==> src/rtl/axis_test_pkg.sv <==
// Shared definitions for the stream test sink and the future counting source.
package axis_test_pkg;

  typedef enum logic [1:0] {
    IDLE = 2'd0,
    RUN  = 2'd1,
    HALT = 2'd2
  } chk_state_t;

  // Galois feedback mask for x^16 + x^14 + x^13 + x^11 + 1
  localparam logic [15:0] LFSR_TAPS = 16'hB400;

  // One right-shift step of a 16-bit Galois LFSR
  function automatic logic [15:0] lfsr_next(input logic [15:0] cur, input logic [15:0] taps);
    logic [15:0] shifted;
    shifted = cur >> 1;
    return cur[0] ? (shifted ^ taps) : shifted;
  endfunction

endpackage

==> src/rtl/axi_stream_seq_checker_lfsr16.sv <==
// Free-running 16-bit Galois LFSR; exposes the low bits of the value it will
// hold after the next clock edge so callers can register decisions on it.
module lfsr16
  import axis_test_pkg::*;
#(
  parameter logic [15:0] SEED     = 16'hACE1,
  parameter logic [15:0] TAPS     = LFSR_TAPS,
  parameter int          OUT_BITS = 4
) (
  input  logic                clk,
  input  logic                rst,
  output logic [OUT_BITS-1:0] next_bits
);

  logic [15:0] state;
  logic [15:0] state_next;

  assign state_next = lfsr_next(state, TAPS);
  assign next_bits  = state_next[OUT_BITS-1:0];

  // Advance every cycle regardless of what the consumer is doing
  always_ff @(posedge clk or posedge rst) begin
    if (rst) begin
      state <= SEED;
    end else begin
      state <= state_next;
    end
  end

endmodule

==> config.mk <==
export PLATFORM = sky130hd
export DESIGN_NAME = lfsr16
export DESIGN_NICKNAME = d
export VERILOG_FILES = /design/src/rtl/axis_test_pkg.sv /design/src/rtl/axi_stream_seq_checker_lfsr16.sv
export SDC_FILE = /design/constraint.sdc
export NUM_CORES = 1
export LEC_CHECK = 0
export CAP_MARGIN = 10
export CORE_AREA = 2 2 39 41
export DETAILED_ROUTE_END_ITERATION = 12
export DIE_AREA = 0 0 41 43
export SLEW_MARGIN = 10
export SYNTH_ARGS = -nofsm -noshare
export SYNTH_HDL_FRONTEND = slang
export SYNTH_SLANG_ARGS = --single-unit
export TNS_END_PERCENT = 30
==> constraint.sdc <==
create_clock -name clk -period 1.3 [get_ports clk]
set_clock_uncertainty 0.15 [all_clocks]
set_input_delay 0.26 -clock clk [delete_from_list [all_inputs] [get_ports clk]]
set_output_delay 0.26 -clock clk [all_outputs]
set_load 0.05 [all_outputs]
==> impl_metrics.env, run 1 <==
export IMPL_status="complete, no violations"
export IMPL_final_cell_mix="8 x dfstp_2, 8 x dfrtp_1, 4 x buf_12"
export IMPL_drv_slew=0
export IMPL_syn_to_final_growth_pct=27.4
export IMPL_fmax_mhz=789
export IMPL_top_register="state"
export IMPL_drt_wirelength_per_cell_um=12.3
export IMPL_num_rows=14
export IMPL_ant_nets=0
export IMPL_drive_gt1_share_pct=56.3
export IMPL_largest_register_ffs=16
export IMPL_r2r_cells=1
export IMPL_critical_path_class="reg2out"
export IMPL_vias=184
export IMPL_min_period_ps=1270
export IMPL_rr_startpoint="state[0]"
export IMPL_clockBufferDepth=2
export IMPL_tightest_slew_ps=190
export IMPL_grt_pass1_vias=175
export IMPL_cts_buffers=3
export IMPL_cts_tree="yes"
export IMPL_hold_viol=0
export IMPL_crit_family="flip-flops"
export IMPL_grt_pass1_wl_um=862
export IMPL_vdd_drop_max_v=0.000459
export IMPL_cp_required_ps=890
export IMPL_seq_area_frac_synth_pct=87.2
export IMPL_grt_max_degree=17
export IMPL_h_tree_depth=1
export IMPL_drtIter0Drc=0
export IMPL_worst_path_max_delay_cell="dfrtp_1"
export IMPL_yosysUniqueCellTypes=5
export IMPL_coreArea_mm2=0.00138
export IMPL_cpPeakStageDelay_ps=420
export IMPL_die_w_um=41
export IMPL_cts_resized_gates=0
export IMPL_layout_cells_non_filler=48
export IMPL_dp_worst_setup_slack_ps=324
export IMPL_syn_avg_cell_area_um2=19.6
export IMPL_end_kind="primary output"
export IMPL_track_usage_pct=8.99
export IMPL_clock_sinks=16
export IMPL_r2r_end="state[13]"
export IMPL_critPathBufInv=1
export IMPL_setup_ws_ps=32.9
export IMPL_routed_wl_um=588
export IMPL_nNetsFinal=35
export IMPL_initial_core_util_pct=34.0
export IMPL_place_area_um2=558
export IMPL_power_density_mw_per_mm2=1280
export IMPL_io_pins=6
export IMPL_largestRegisters="state x16"
export IMPL_reg2reg_slack_ps=320
export IMPL_ys_ff_latch=16
export IMPL_clkTransAtPathRegs_ps=80
export IMPL_placedCellCount=42
export IMPL_syn_area_um2=470
export IMPL_synth_nets=26
export IMPL_cap_viol_max_count=0
export IMPL_slew_headroom_pct=87.3
export IMPL_crit_fanout=2
export IMPL_start_kind="register"
export IMPL_overflow=0
export IMPL_post_route_period_util_pct=97.5
export IMPL_hpwl_um=377
export IMPL_insertion_delay_ps=270
export IMPL_synth_warnings=0
export IMPL_postLayoutCellArea_um2=599
export IMPL_io_buffers=5
export IMPL_power_leakage_nw=0.295
export IMPL_fin_setup_tns_ps=0
export IMPL_n_antenna_cell=0
export IMPL_postSynthCellCount=24
export IMPL_cp_startpoint="state[1]"
export IMPL_cts_hold_buf=0
export IMPL_dr_pass1_iters=1
export IMPL_die_h_um=43
export IMPL_worstHoldPathType="in2async"
export IMPL_cp_cell_sequence="buf_12"
export IMPL_setup_viol=0
export IMPL_rsz0062_at_grt="yes"
export IMPL_die_area_mm2=0.00176
export IMPL_post_route_util_pct=43.3
export IMPL_antenna_found_initial=0
export IMPL_gp_congestion=0.678
export IMPL_vias_per_cell=3.83
export IMPL_drc_errors=0
export IMPL_root_buffer="clkbuf_4"
export IMPL_crit_arrival_ps=860
[cell usage after synthesis (all sizes together)]
library cell | count | area share (%)
dfrtp | 8 | 43
buf | 4 | 6.4
xor2 | 3 | 5.6
dfstp | 8 | 45
inv | 1 | 0.80
[worst max path at each step]
stage                         endpoint  cells past startpoint  slack [ps]
final                     next_bits[0]                      1          30
after global routing      next_bits[1]                      1          -5
after CTS                 next_bits[1]                      1           2
after detailed placement      state[5]                      3         320
after global placement       state[10]                      3         340
after floorplan           next_bits[0]                      1         360
[where the power goes]
| group | switching [mW] | leakage (nW) | internal, mW |
|---|---|---|---|
| sequential | 0 | 0.194 | 0.499 |
| clock | 0.133 | 0.0150 | 0.119 |
| combinational | 0.00921 | 0.0860 | 0.00483 |
[logic make-up after synthesis]
kind of cell,share of synthesized area (%)
flip-flops,87.2
buffers and inverters,7.18
XOR/XNOR,5.59
[stage by stage]
| stage | total power [mW] | hold slack, ps |
|---|---|---|
| 2_1_floorplan | 0.515 | 18.0 |
| 3_3_place_gp | 0.521 | 193 |
| 3_5_place_dp | 0.522 | 189 |
| 4_1_cts | 0.780 | 126 |
| 5_1_grt | 0.805 | 127 |
| 6_report | 0.765 | 130 |
[per-layer routing]
metal	GRT usage, %	wire length (um)	up-vias
met5	0	0	-
met4	8.00	0	0
met3	6.28	49	0
met2	9.69	281	6
li1	-	-	83
met1	11.3	256	95
[final cells by class]
class	count	area, um2
multi-input combinational	3	26.3
tap	16	20.0
fill	127	785
inverter	1	3.75
clock buffer	4	26.3
sequential	16	410
timing repair buffer	8	113
[what timing repair did]
| action | 4_1_cts | 5_1_grt |
|---|---|---|
| endpoints found under the setup margin | 0 | 4 |
| buffers inserted | 0 | 2 |
| hold endpoints to repair | 0 | 0 |
No activity file was read; power rests on OpenSTA's default activity.
==> run 2: changes to the inputs <==
--- a/config.mk
+++ b/config.mk
@@ -6,9 +6,10 @@
 export NUM_CORES = 1
 export LEC_CHECK = 0
 export CAP_MARGIN = 10
-export CORE_AREA = 2 2 39 41
+export CORE_AREA = 3 3 40 42
 export DETAILED_ROUTE_END_ITERATION = 12
-export DIE_AREA = 0 0 41 43
+export DIE_AREA = 0 0 43 45
+export GPL_TIMING_DRIVEN = 0
 export SLEW_MARGIN = 10
 export SYNTH_ARGS = -nofsm -noshare
 export SYNTH_HDL_FRONTEND = slang
==> impl_metrics.env, run 2 (same netlist as run 1, synthesis figures left out) <==
export IMPL_postLayoutCellArea_um2=588
export IMPL_top_register="state"
export IMPL_post_route_period_util_pct=97.3
export IMPL_die_area_mm2=0.00194
export IMPL_clock_sinks=16
export IMPL_die_w_um=43
export IMPL_layout_cells_non_filler=47
export IMPL_cpPeakStageDelay_ps=410
export IMPL_antenna_found_initial=0
export IMPL_drv_slew=0
export IMPL_power_density_mw_per_mm2=1410
export IMPL_clkTransAtPathRegs_ps=90
export IMPL_status="complete, no violations"
export IMPL_vias=180
export IMPL_grt_use_met3_pct=7.17
export IMPL_nNetsFinal=35
export IMPL_vias_per_cell=3.83
export IMPL_end_kind="primary output"
export IMPL_multi_input_area_um2=26.3
export IMPL_vdd_drop_max_v=0.000739
export IMPL_grt_pass1_wl_mm=1.01
export IMPL_grt_max_degree=17
export IMPL_coreArea_mm2=0.00128
export IMPL_die_h_um=45
export IMPL_crit_fanout=2
export IMPL_finalPower_mw=0.827
export IMPL_fillers=114
export IMPL_rsz0062_at_grt="yes"
export IMPL_drive_gt1_share_pct=59.4
export IMPL_cp_required_ps=890
export IMPL_cts_tree="yes"
export IMPL_worstHoldPathType="in2async"
export IMPL_largestRegisters="state x16"
export IMPL_placedCellCount=44
export IMPL_num_rows=13
export IMPL_syn_to_final_growth_pct=25.0
export IMPL_cts_hold_buf=0
export IMPL_overflow=0
export IMPL_cp_startpoint="state[2]"
export IMPL_n_antenna_cell=0
export IMPL_drt_wirelength_per_cell_um=12.2
export IMPL_cp_cell_sequence="buf_8"
export IMPL_final_cell_mix="8 x dfstp_2, 8 x dfrtp_1, 4 x buf_8"
export IMPL_power_leakage_nw=0.298
export IMPL_met2_usage_pct=10.2
export IMPL_tightest_slew_ps=557
export IMPL_routed_wl_um=574
export IMPL_cap_viol_max_count=0
export IMPL_setup_viol=0
export IMPL_gp_congestion=0.686
export IMPL_rr_startpoint="state[0]"
export IMPL_grt_pass1_vias=217
export IMPL_fin_setup_tns_ps=0
export IMPL_critPathBufInv=1
export IMPL_io_pins=6
export IMPL_slew_headroom_pct=62.8
export IMPL_start_kind="register"
export IMPL_insertion_delay_ps=280
export IMPL_clockBufferDepth=2
export IMPL_crit_arrival_ps=860
export IMPL_initial_core_util_pct=36.6
export IMPL_ant_nets=0
export IMPL_critical_path_class="reg2out"
export IMPL_fmax_mhz=790
export IMPL_hpwl_um=370
export IMPL_h_tree_depth=1
export IMPL_grt_busiest_layer="met2"
export IMPL_seqCellArea_um2=410
export IMPL_track_usage_pct=8.37
export IMPL_worst_path_max_delay_cell="dfrtp_1"
export IMPL_dr_pass1_iters=1
export IMPL_largest_register_ffs=16
export IMPL_root_buffer="clkbuf_4"
export IMPL_cts_buffers=3
export IMPL_io_buffers=5
export IMPL_drc_errors=0
export IMPL_crit_family="flip-flops"
export IMPL_place_area_um2=539
export IMPL_hold_viol=0
export IMPL_drtIter0Drc=0
export IMPL_min_period_ps=1270
export IMPL_grt_util_met1_pct=9.61
[run 2: cell types whose count changed in the layout (fill, tap and decap cells not counted)]
cell	change
buf_12	-4
buf_8	+4
clkbuf_1	-1
clkbuf_8	+1
[run 2: path summary, 6_finish.rpt]
path | endpoint | slack (ps) | cells after the start
hold reg to reg | state[5] | 210 | 0
hold / removal | state[4] | 180 | 2
max in group asynchronous | state[11] | 440 | 2
min in group clk | state[5] | 210 | 0
setup / recovery | next_bits[1] | 30 | 1
setup reg to reg | state[12] | 320 | 1
[run 2: layer usage]
layer | share of wire (%) | vias to the layer above
li1 | - | 83
met1 | 52 | 89
met2 | 39 | 8
met3 | 8.9 | 0
met4 | 0 | 0
met5 | 0 | -
[run 2: power by group]
group	switching, mW	internal [mW]
registers	0	0.499
logic	0.00898	0.00281
clock network	0.146	0.170
[run 2: repair_timing]
action                                  4_1_cts  5_1_grt
buffers inserted                              2        1
resized for setup                            29        3
endpoints found under the setup margin        4        4
pin swaps                                     0        0
[run 2: layout make-up]
class / instances / share of cell area [%]
multi-input cells: 3 / 4.47
repair buffers: 8 / 15.7
well taps: 15 / 3.19
inverters: 1 / 0.638
flip-flops and latches: 16 / 69.8
clock buffers: 4 / 6.17
[run 2: per-stage QoR]
stage          hold WS (ps)  setup WS, ps  utilization, %
2_1_floorplan          18.0           356               -
3_3_place_gp            190          -328            42.0
3_5_place_dp            188          -340            42.0
4_1_cts                 196         -78.5            46.1
5_1_grt                 210         -14.0            45.8
6_report                183          34.9            45.8
